## config.mk

```make
export PLATFORM = sky130hd
export DESIGN_NAME = systolic_cmd_sched
export DESIGN_NICKNAME = d
export VERILOG_FILES = /design/src/rtl/systolic_cmd_sched_pkg.sv /design/src/rtl/systolic_cmd_sched_desc_fifo.sv /design/src/rtl/systolic_cmd_sched.sv
export SDC_FILE = /design/constraint.sdc
export NUM_CORES = 1
export LEC_CHECK = 0
export CAP_MARGIN = 20
export CORE_MARGIN = 3
export CORE_UTILIZATION = 59
export DETAILED_ROUTE_END_ITERATION = 10
export GPL_TIMING_DRIVEN = 0
export PLACE_DENSITY = 0.79
export SYNTH_ARGS = -nofsm -noshare
export SYNTH_HDL_FRONTEND = slang
export SYNTH_SLANG_ARGS = --single-unit
export TNS_END_PERCENT = 100
```

## constraint.sdc

```tcl
create_clock -name clk -period 7.35 [get_ports clk]
set_input_delay 0.735 -clock clk [delete_from_list [all_inputs] [get_ports clk]]
set_output_delay 0.735 -clock clk [all_outputs]
set_load 0.01 [all_outputs]
```

## src/rtl/systolic_cmd_sched_pkg.sv

```systemverilog
// Shared constants, response payload and helpers for the systolic command scheduler.
package systolic_cmd_sched_pkg;

  localparam logic [2:0] SA_OP_CONF = 3'b000;
  localparam logic [2:0] SA_OP_CONV = 3'b001;
  localparam logic [2:0] SA_OP_MAT  = 3'b010;

  localparam logic [1:0] STAT_OK      = 2'b00;
  localparam logic [1:0] STAT_BEATS   = 2'b01;
  localparam logic [1:0] STAT_TIMEOUT = 2'b10;
  localparam logic [1:0] STAT_BADCFG  = 2'b11;

  localparam int unsigned BEATS_W = 10;
  localparam logic [BEATS_W-1:0] MAX_BEATS = 10'd1023;

  typedef struct packed {
    logic [1:0]         status;
    logic [BEATS_W-1:0] beats;
  } resp_t;

  // Saturating beat counter step.
  function automatic logic [BEATS_W-1:0] beats_inc(input logic [BEATS_W-1:0] b, input logic v);
    return (v && (b != MAX_BEATS)) ? b + BEATS_W'(1) : b;
  endfunction

endpackage

```

## src/rtl/systolic_cmd_sched_desc_fifo.sv

```systemverilog
// Synchronous descriptor FIFO; simultaneous push and pop are both honoured.
module systolic_cmd_sched_desc_fifo #(
  parameter int unsigned W     = 8,
  parameter int unsigned DEPTH = 4
) (
  input  logic         clk,
  input  logic         rst,
  input  logic         i_push,
  input  logic         i_pop,
  input  logic [W-1:0] i_data,
  output logic [W-1:0] o_data,
  output logic         o_full,
  output logic         o_empty
);

  localparam int unsigned AW = $clog2(DEPTH);
  localparam int unsigned CW = AW + 1;

  logic [W-1:0]  r_mem [DEPTH];
  logic [AW-1:0] r_wr_ptr;
  logic [AW-1:0] r_rd_ptr;
  logic [CW-1:0] r_count;

  // Storage is not reset; only the pointers and occupancy matter.
  always_ff @(posedge clk) begin
    if (i_push) r_mem[r_wr_ptr] <= i_data;
  end

  always_ff @(posedge clk or negedge rst) begin
    if (!rst) begin
      r_wr_ptr <= '0;
      r_rd_ptr <= '0;
      r_count  <= '0;
    end else begin
      if (i_push) r_wr_ptr <= r_wr_ptr + AW'(1);
      if (i_pop)  r_rd_ptr <= r_rd_ptr + AW'(1);
      case ({i_push, i_pop})
        2'b10:   r_count <= r_count + CW'(1);
        2'b01:   r_count <= r_count - CW'(1);
        default: r_count <= r_count;
      endcase
    end
  end

  assign o_data  = r_mem[r_rd_ptr];
  assign o_full  = (r_count == CW'(DEPTH));
  assign o_empty = (r_count == '0);

endmodule

```

## src/rtl/systolic_cmd_sched.sv

```systemverilog
// Queues host job descriptors and sequences the systolic feeder config/start
// handshakes, counting output beats and returning one status per job.
module systolic_cmd_sched
  import systolic_cmd_sched_pkg::*;
#(
  parameter int unsigned ADDR_W = 12,
  parameter int unsigned DIM_W  = 8,
  parameter int unsigned QDEPTH = 4,
  parameter int unsigned TMO_W  = 16
) (
  input  logic                 clk,
  input  logic                 rst,
  input  logic                 cmd_valid,
  output logic                 cmd_ready,
  input  logic                 cmd_conv,
  input  logic [ADDR_W-1:0]    cmd_uni_addr,
  input  logic [ADDR_W-1:0]    cmd_wei_addr,
  input  logic [3*DIM_W-1:0]   cmd_uni_dim,
  input  logic [3*DIM_W-1:0]   cmd_wei_dim,
  output logic                 resp_valid,
  input  logic                 resp_ready,
  output logic [1:0]           resp_status,
  output logic [BEATS_W-1:0]   resp_beats,
  output logic                 busy,
  output logic [2:0]           sa_op,
  output logic                 sa_cfg_valid,
  output logic [ADDR_W-1:0]    sa_uni_addr,
  output logic [ADDR_W-1:0]    sa_wei_addr,
  output logic [3*DIM_W-1:0]   sa_uni_dim,
  output logic [3*DIM_W-1:0]   sa_wei_dim,
  input  logic                 sa_ack,
  input  logic                 sa_done,
  input  logic                 sa_do_valid
);

  localparam int unsigned DESC_W = 1 + 2*ADDR_W + 6*DIM_W;
  localparam int unsigned EXP_W  = 2*DIM_W + 2;

  localparam logic [2:0] S_IDLE    = 3'd0;
  localparam logic [2:0] S_CHECK   = 3'd1;
  localparam logic [2:0] S_CFG     = 3'd2;
  localparam logic [2:0] S_CFG_CLR = 3'd3;
  localparam logic [2:0] S_START   = 3'd4;
  localparam logic [2:0] S_RUN     = 3'd5;
  localparam logic [2:0] S_RESP    = 3'd6;

  logic [2:0]         r_state;
  logic [DESC_W-1:0]  r_job;
  logic [BEATS_W-1:0] r_beats;
  logic [TMO_W-1:0]   r_wdt;
  resp_t              r_resp;
  logic               r_resp_valid;
  logic [2:0]         r_sa_op;
  logic               r_sa_cfg_valid;
  logic [ADDR_W-1:0]  r_sa_uni_addr;
  logic [ADDR_W-1:0]  r_sa_wei_addr;
  logic [3*DIM_W-1:0] r_sa_uni_dim;
  logic [3*DIM_W-1:0] r_sa_wei_dim;

  logic [2:0]         w_state_nxt;
  logic [BEATS_W-1:0] w_beats_nxt;
  logic [BEATS_W-1:0] w_beats_inc;
  logic [TMO_W-1:0]   w_wdt_nxt;
  resp_t              w_resp_nxt;
  logic               w_full;
  logic               w_empty;
  logic               w_push;
  logic               w_pop;
  logic [DESC_W-1:0]  w_fifo_din;
  logic [DESC_W-1:0]  w_fifo_dout;
  logic               w_job_conv;
  logic [ADDR_W-1:0]  w_job_uni_addr;
  logic [ADDR_W-1:0]  w_job_wei_addr;
  logic [3*DIM_W-1:0] w_job_uni_dim;
  logic [3*DIM_W-1:0] w_job_wei_dim;
  logic [EXP_W-1:0]   w_exp;
  logic               w_bad_cfg;
  logic               w_active;
  logic               w_tmo;

  assign w_push     = cmd_valid & ~w_full;
  assign w_pop      = (r_state == S_IDLE) & ~w_empty;
  assign w_fifo_din = {cmd_conv, cmd_uni_addr, cmd_wei_addr, cmd_uni_dim, cmd_wei_dim};

  systolic_cmd_sched_desc_fifo #(
    .W     (DESC_W),
    .DEPTH (QDEPTH)
  ) u_desc_fifo (
    .clk     (clk),
    .rst     (rst),
    .i_push  (w_push),
    .i_pop   (w_pop),
    .i_data  (w_fifo_din),
    .o_data  (w_fifo_dout),
    .o_full  (w_full),
    .o_empty (w_empty)
  );

  assign w_job_conv     = r_job[DESC_W-1];
  assign w_job_uni_addr = r_job[DESC_W-2 -: ADDR_W];
  assign w_job_wei_addr = r_job[DESC_W-2-ADDR_W -: ADDR_W];
  assign w_job_uni_dim  = r_job[6*DIM_W-1 -: 3*DIM_W];
  assign w_job_wei_dim  = r_job[3*DIM_W-1:0];

  // Expected beats: unified channels * rows, tripled for conv jobs.
  assign w_exp = EXP_W'(w_job_uni_dim[3*DIM_W-1 -: DIM_W]) *
                 EXP_W'(w_job_uni_dim[2*DIM_W-1 -: DIM_W]) *
                 (w_job_conv ? EXP_W'(3) : EXP_W'(1));
  assign w_bad_cfg = (w_exp == '0) || (w_exp > EXP_W'(MAX_BEATS));

  assign w_beats_inc = beats_inc(r_beats, sa_do_valid);
  assign w_active    = (r_state == S_CFG) || (r_state == S_CFG_CLR) ||
                       (r_state == S_START) || (r_state == S_RUN);
  assign w_tmo       = (r_wdt == '1) & ~sa_ack & ~sa_do_valid;

  always_comb begin
    w_state_nxt = r_state;
    w_beats_nxt = r_beats;
    w_resp_nxt  = r_resp;
    w_wdt_nxt   = '0;
    case (r_state)
      S_IDLE: begin
        w_beats_nxt = '0;
        if (!w_empty) w_state_nxt = S_CHECK;
      end
      S_CHECK: begin
        if (w_bad_cfg) begin
          w_state_nxt       = S_RESP;
          w_resp_nxt.status = STAT_BADCFG;
          w_resp_nxt.beats  = '0;
        end else begin
          w_state_nxt = S_CFG;
        end
      end
      S_CFG: begin
        if (sa_ack) begin
          w_state_nxt = S_CFG_CLR;
        end else if (w_tmo) begin
          w_state_nxt       = S_RESP;
          w_resp_nxt.status = STAT_TIMEOUT;
          w_resp_nxt.beats  = r_beats;
        end
      end
      S_CFG_CLR: begin
        // A held ack keeps the watchdog clear, so only its release matters here.
        if (!sa_ack) w_state_nxt = S_START;
      end
      S_START: begin
        if (sa_ack) begin
          w_state_nxt = S_RUN;
        end else if (w_tmo) begin
          w_state_nxt       = S_RESP;
          w_resp_nxt.status = STAT_TIMEOUT;
          w_resp_nxt.beats  = r_beats;
        end
      end
      S_RUN: begin
        w_beats_nxt = w_beats_inc;
        if (sa_done) begin
          w_state_nxt       = S_RESP;
          w_resp_nxt.status = (EXP_W'(w_beats_inc) == w_exp) ? STAT_OK : STAT_BEATS;
          w_resp_nxt.beats  = w_beats_inc;
        end else if (w_tmo) begin
          w_state_nxt       = S_RESP;
          w_resp_nxt.status = STAT_TIMEOUT;
          w_resp_nxt.beats  = w_beats_inc;
        end
      end
      S_RESP: begin
        if (resp_ready) w_state_nxt = S_IDLE;
      end
      default: w_state_nxt = S_IDLE;
    endcase
    if (w_active && (w_state_nxt == r_state) && !sa_ack && !sa_do_valid)
      w_wdt_nxt = r_wdt + TMO_W'(1);
  end

  always_ff @(posedge clk or negedge rst) begin
    if (!rst) begin
      r_state        <= S_IDLE;
      r_job          <= '0;
      r_beats        <= '0;
      r_wdt          <= '0;
      r_resp         <= '0;
      r_resp_valid   <= 1'b0;
      r_sa_op        <= SA_OP_CONF;
      r_sa_cfg_valid <= 1'b0;
      r_sa_uni_addr  <= '0;
      r_sa_wei_addr  <= '0;
      r_sa_uni_dim   <= '0;
      r_sa_wei_dim   <= '0;
    end else begin
      r_state        <= w_state_nxt;
      r_beats        <= w_beats_nxt;
      r_wdt          <= w_wdt_nxt;
      r_resp         <= w_resp_nxt;
      r_resp_valid   <= (w_state_nxt == S_RESP);
      r_sa_cfg_valid <= (w_state_nxt == S_CFG) || (w_state_nxt == S_START);
      r_sa_op        <= (w_state_nxt == S_START) ? (w_job_conv ? SA_OP_CONV : SA_OP_MAT)
                                                 : SA_OP_CONF;
      if (w_pop) r_job <= w_fifo_dout;
      // Feeder address/dimension lines are captured once and held through the job.
      if ((r_state == S_CHECK) && (w_state_nxt == S_CFG)) begin
        r_sa_uni_addr <= w_job_uni_addr;
        r_sa_wei_addr <= w_job_wei_addr;
        r_sa_uni_dim  <= w_job_uni_dim;
        r_sa_wei_dim  <= w_job_wei_dim;
      end
    end
  end

  assign cmd_ready    = ~w_full;
  assign busy         = (r_state != S_IDLE) | ~w_empty;
  assign resp_valid   = r_resp_valid;
  assign resp_status  = r_resp.status;
  assign resp_beats   = r_resp.beats;
  assign sa_op        = r_sa_op;
  assign sa_cfg_valid = r_sa_cfg_valid;
  assign sa_uni_addr  = r_sa_uni_addr;
  assign sa_wei_addr  = r_sa_wei_addr;
  assign sa_uni_dim   = r_sa_uni_dim;
  assign sa_wei_dim   = r_sa_wei_dim;

endmodule

```

# Word-level counts from Yosys, hierarchy flattened

Memories as Yosys holds them, arrays and structs flattened. A register that Yosys moved wholly into a read port is not among the register bits.
Cells that the tools add are included.

Bits in registers: 124
RAM bits: 292
Bits of input ports: 80
Output and inout port bits: 91
Memories kept: 1

$add $sub $neg: 6
Multipliers: 2
Magnitude comparators: 1
Eq/ne operators: 20
Mux-type cells: 25
Bitwise gates (word level): 9
Reductions and logical operators: 22

Memories:

| memory            | depth | width | rd ports | clocked after memory_dff | write ports | RTL line                           | RTL |
|---|---|---|---|---|---|---|---|
| u_desc_fifo.r_mem | 4     | 73    | 1        | 1                        | 1           | systolic_cmd_sched_desc_fifo.sv:19 | `logic [W-1:0] r_mem [DEPTH];` |

Operators with widths:

| cell                                                 | number |
|---|---|
| 2-to-1 mux 12 bit                                    | 5 |
| case mux 12 bit (3 select lines)                     | 1 |
| 2-to-1 mux 3 bit                                     | 8 |
| case mux 3 bit (7 select lines)                      | 1 |
| case mux 10 bit (2 select lines)                     | 1 |
| == test 10 x 18 -> 1 bit                             | 1 |
| == test 3 bit, second input constant                 | 6 |
| > comparator 18 x 10 -> 1 bit, second input constant | 1 |
| zero test 18 bit                                     | 1 |
| multiplier 16 x 2 -> 18 bit                          | 1 |
| adder 16 x 1 -> 16 bit, second input constant        | 1 |
| == test 16 bit, second input constant                | 1 |
| multiplier 8 x 8 -> 16 bit                           | 1 |
| 2-to-1 mux 16 bit                                    | 1 |
| adder 10 x 1 -> 10 bit, second input constant        | 1 |
| 2-to-1 mux 10 bit                                    | 1 |
| != test 10 bit, second input constant                | 1 |
| == test 3 x 2 -> 1 bit, second input constant        | 3 |
| zero test 3 bit                                      | 2 |
| 2-to-1 mux 2 bit                                     | 3 |
| case mux 3 bit (2 select lines)                      | 1 |
| nonzero test 3 bit                                   | 2 |
| logical AND 1 bit                                    | 5 |
| logical OR 1 bit                                     | 5 |
| other kinds (18)                                     | 31 |

# Depth between registers and ports, before layout

Depth in word-level cells: 11
Depth in mapped cells: 28

# Cells and area by module

Synthesis repeated with hierarchy kept, for this count alone.

Cells, all modules: 1446
Area total of the unflattened synthesis: 22420.3 um2

By module, submodules not included:

| module                       | times used | cells each | area each (um2) | sequential area each (um2) |
|---|---|---|---|---|
| systolic_cmd_sched           | 1          | 1028       | 11492.3         | 4754.6 |
| systolic_cmd_sched_desc_fifo | 1          | 418        | 10928.0         | 8943.6 |

# Worst setup path before layout

OpenSTA, ideal clock, no wires.

Path type: register -> register
From: register r_job[39] (read register of u_desc_fifo.r_mem)
To: register r_sa_uni_addr[0], in the netlist sa_uni_addr[0]
Setup time: 0.125 ns
Arrival: 6.287 ns
Required time: 7.225 ns
Path slack: 0.938 ns
Stages on the path, launching flop included: 24
Path buffers: 2
Clock period less this slack: 6.412 ns
Cell sequence: dfrtp_1 > clkbuf_1 > nand2_1 > fa_1 > fa_1 > fa_1 > fa_1 > inv_1 > ha_1 > a21oi_1 > a21bo_2 > a21oi_1 > xnor2_1 > and2_1 > ha_1 > o21a_1 > a2111oi_2 > nor3_1 > a211oi_2 > nor2_1 > nor3_2 > nand3_4 > buf_6 > mux2_4

Word-level cells in the longest chain between the ends: 8
Elaborated cells between the ends (all ways): 9
Classes of those cells: mul: 2; order compare: 1; eq/ne: 1; mux: 2; reduce/logical: 3

Ends and longest elaborated chain:

| item                                                                     | RTL line                  | RTL |
|---|---|---|
| start, declared                                                          | systolic_cmd_sched.sv:48  | `logic [DESC_W-1:0] r_job;` |
| multiplier 8 x 8 -> 16 bit *                                             | systolic_cmd_sched.sv:106 | `assign w_exp = EXP_W'(w_job_uni_dim[3*DIM_W-1 -: DIM_W]) *` |
| multiplier 16 x 2 -> 18 bit *                                            | systolic_cmd_sched.sv:107 | `EXP_W'(w_job_uni_dim[2*DIM_W-1 -: DIM_W]) *` |
| > comparator 18 x 10 -> 1 bit / zero test 18 bit (equally long branches) | systolic_cmd_sched.sv:109 | `assign w_bad_cfg = (w_exp == '0) \|\| (w_exp > EXP_W'(MAX_BEATS));` |
| logical OR 1 bit *                                                       | systolic_cmd_sched.sv:109 |  |
| 2-to-1 mux 3 bit *                                                       | systolic_cmd_sched.sv:127 | `if (w_bad_cfg) begin` |
| case mux 3 bit (7 select lines) *                                        | systolic_cmd_sched.sv:121 | `case (r_state)` |
| == test 3 x 2 -> 1 bit *                                                 | systolic_cmd_sched.sv:203 | `if ((r_state == S_CHECK) && (w_state_nxt == S_CFG)) begin` |
| logical AND 1 bit *                                                      | systolic_cmd_sched.sv:203 |  |
| end signal, assigned                                                     | systolic_cmd_sched.sv:204 | `r_sa_uni_addr <= w_job_uni_addr;` |
| end, declared                                                            | systolic_cmd_sched.sv:55  | `logic [ADDR_W-1:0] r_sa_uni_addr;` |

Mark *: on every way between the ends. The rest lies on a longest branch, timed or not.
A chain may end at the register's enable or synchronous reset.

# Final worst setup path

From: register r_job[41] (read register of u_desc_fifo.r_mem)
To: register r_sa_uni_addr[3], in the netlist sa_uni_addr[3]

Same word-level chain as after synthesis.

==> run summary <==
Final Hold Vio Count: 0
ys async rst share: 40.29%
first-pass GRT wire length: 76,330 µm
1st-pass router iterations: 5
Final Max Tran Viols: 0
MaxCap Viol Count: 0
Area contributors post-synth: edfxtp_1 (39%), dfrtp_1 (22%), mux4_2 (7.3%), nand2_1 (5.1%), mux2_4 (4.7%)
CTS tree: yes
Yosys warnings: 0
distinct cell type count after synthesis: 82
pwr/cell area: 539.4 nW/µm²
share of cells above drive strength 1: 14.72%
met2 usage: 41.02%
Post-CTS Hold Buffers: 0
cell mode on critical path: fa_1
P&R area growth vs syn: 17.83%
crit path DAT: 7.41 ns
dpl cell area: 24,870 µm²
element type at the critical path end: register
post-route ant nets: 0
crit path buf inv count: 2
worst path cell trace: nand2_1, fa_1, fa_1, fa_1, fa_1, inv_1, ha_1, a21oi_1, o21ai_0, a222oi_1, nor2b_1, xnor2_1, and2_1, ha_1, and3_1, and3_1, a211oi_2, nor2_1, nor3_2, nand3_4, buf_6, mux2_4
overall power: 14.24 mW
Crit Path Category: register to register
Nets: 1,965
largest net degree at the start of global routing: 114
chip height: 200.8 µm
Seq cells post-synth: 489
vias in the first global route: 14,080
GRT Util Overall: 23.90%
Syn Area/Cell: 14.19 µm²
Worst setup SP type: register
cell taking the most area after synthesis: edfxtp_1
GR Layer Usage met1: 31.53%
final worst path period share: 94.49%
Synth Instances: 1,579
most common cell in the synthesized netlist: nand2_1
post_cts resized: 0
Final Non-Filler Cells: 2,334
initial antenna violation count: 3
Post-synth EDFFs: 292
DR iter-0 viols: 1,211
Post-CTS Setup Repair Bufs: 0
clk root buf: clkbuf_16
sequential-to-total area share from yosys stat: 61.16%
RSZ-0062 raised after global routing: no
peak supply drop: 0.6002 mV
vias: 13,380
Tmin final: 6.945 ns
htree depth: 2
Die Footprint: 40,340 µm²
post-synth top area share: 39.15%
Sink Count: 489
Post-Route WL: 47,660 µm
port buffer count: 168
# DRC: 0
grt ovf: 0
met3 Usage GRT: 4.621%
final core occ: 71.24%
Num CTS Buffers: 48
Worst Skew: 0.02611 ns
dpl hpwl: 31,280 µm
status: finished, final reports clean
gpl congestion: 0.8496
Final Instance Area: 26,390 µm²
CP top delay family: adder cells
synthesized area: 22,400 µm²
Core ar.: 37,050 µm²
crit path max fanout: 10
ys flop type: edfxtp_1
Slew @ Worst Pin: 0.9254 ns
Chip Width: 200.8 µm
Initial Utilization: 60.46%
Max Fclk: 144.0 MHz
CP required: 7.81 ns
Placed Instances: 2,256
CP max stage cell: fa_1
most frequent cells after synthesis: nand2_1 (303), edfxtp_1 (292), dfrtp_1 (197), mux4_2 (73), inv_1 (72)
WL per Instance: 20.42 µm
clk slew on worst S/H paths: 0.06 ns
max incr delay on CP: 0.54 ns
Leak: 10.92 nW
gr busiest metal: met2
IO Pins: 171
largest buffer count on any clock path: 3
slew margin rel.: 38.31%
Hold WC Path Type: primary input to asynchronous set/reset pin
row cnt: 70
clk_lat worst skew: 0.59 ns
# setup viols final: 0
Vias/cell: 5.734
Net Count, Synth: 1,755
-- flip-flops by register name, indices dropped and copies added, names as in the netlist --
| name | count |
|---|---|
| r_beats | 10 |
| resp_beats | 10 |
| resp_status | 2 |
| r_job | 73 |
| sa_cfg_valid | 1 |
| sa_wei_addr | 12 |
| u_desc_fifo.r_mem | 292 |
| u_desc_fifo.r_wr_ptr | 2 |
| u_desc_fifo.r_count | 3 |
| sa_uni_dim | 24 |
| sa_op | 2 |
| sa_uni_addr | 12 |
| r_state | 3 |
| r_wdt | 16 |
| u_desc_fifo.r_rd_ptr | 2 |
| resp_valid | 1 |
| sa_wei_dim | 24 |
-- layout make-up --
type,instances,area (µm²)
antenna,2,5.005
buffer,59,284.0
clock buffer,65,1325
clock inverter,24,216.5
fill,2361,10660
inverter,72,270.3
multi-input combinational,946,8123
sequential,489,13710
tap,504,630.6
timing repair buffer,173,1824
-- power by group --
part | leakage (nW) | total [mW] | switching, mW | internal (mW)
Combinational | 4.93 | 7.67 | 4.11 | 3.55
Clock | 0.753 | 2.39 | 1.04 | 1.35
Sequential | 5.24 | 4.18 | 0.463 | 3.72
-- kinds of logic after synthesis --
kind of cell	after synthesis	share of synthesized area [%]
mux	163	13.04
other cells	1	0.01674
xor+xnor	51	2.246
buf+inv	144	2.687
compound gates	134	4.139
simple gates	501	10.08
fa+ha+maj	96	6.636
flops	489	61.16
-- final timing paths --
check | from | end | slack [ns] | cells after the start
worst max-delay path | r_job[41]$_DFFE_PN0P_ | sa_uni_addr[3]$_DFFE_PN0P_ | 0.40 | 22
worst min-delay path | rst | sa_uni_dim[22]$_DFFE_PN0P_ | 0.14 | 1
worst max register to register | r_job[41]$_DFFE_PN0P_ | sa_uni_addr[3]$_DFFE_PN0P_ | 0.40 | 22
worst min register to register | r_job[49]$_DFFE_PN0P_ | r_job[49]$_DFFE_PN0P_ | 0.48 | 2
max in group asynchronous | rst | r_job[16]$_DFFE_PN0P_ | 6.21 | 2
min in group clk | r_job[49]$_DFFE_PN0P_ | r_job[49]$_DFFE_PN0P_ | 0.48 | 2
-- worst register-to-register path, stage by stage, from the launching register on --
cell	delay [ns]
dfrtp_2	0.49
nand2_1	0.11
fa_1	0.51
fa_1	0.54
fa_1	0.52
fa_1	0.54
inv_1	0.04
ha_1	0.33
a21oi_1	0.22
o21ai_0	0.16
a222oi_1	0.45
nor2b_1	0.26
xnor2_1	0.11
and2_1	0.17
ha_1	0.38
and3_1	0.25
and3_1	0.19
a211oi_2	0.31
nor2_1	0.08
nor3_2	0.30
nand3_4	0.27
buf_6	0.27
mux2_4	0.33
-- per-layer routing --
layer,vias up,share of wire (%)
li1,6070,-
met1,6840,41
met2,382,51
met3,87,6.3
met4,4,2.2
met5,-,0.038
-- placed cells by master (no fill, tap or decap), types with 7 or more instances in the layout --
cell	count
dfrtp_2	13
buf_1	12
nor2_1	53
nand2_1	303
nand2b_1	10
and3_1	9
nor3_1	16
xor2_1	25
buf_6	7
inv_1	72
a21oi_1	34
and2_1	48
a21o_1	15
mux2_4	70
o21ai_0	28
clkinv_1	9
ha_1	58
fa_1	38
clkbuf_1	47
clkbuf_16	48
nand4_1	12
mux2i_1	8
nand3_1	22
clkdlybuf4s50_1	167
dfrtp_1	184
xnor2_1	22
mux4_2	73
edfxtp_1	292
-- per-stage QoR --
| stage | TNS, ns | hold WS, ns | setup WS, ns |
|---|---|---|---|
| floorplan | 0 | 0.4394 | 0.9383 |
| global placement | -587.29 | 0.4559 | -3.012 |
| detailed placement | 0 | 0.4628 | 0.06628 |
| CTS | 0 | 0.1538 | 0.03701 |
| global route | 0 | 0.1838 | 0.05678 |
| finish | 0 | 0.1383 | 0.4047 |
Power figures use the tool's default switching activity.
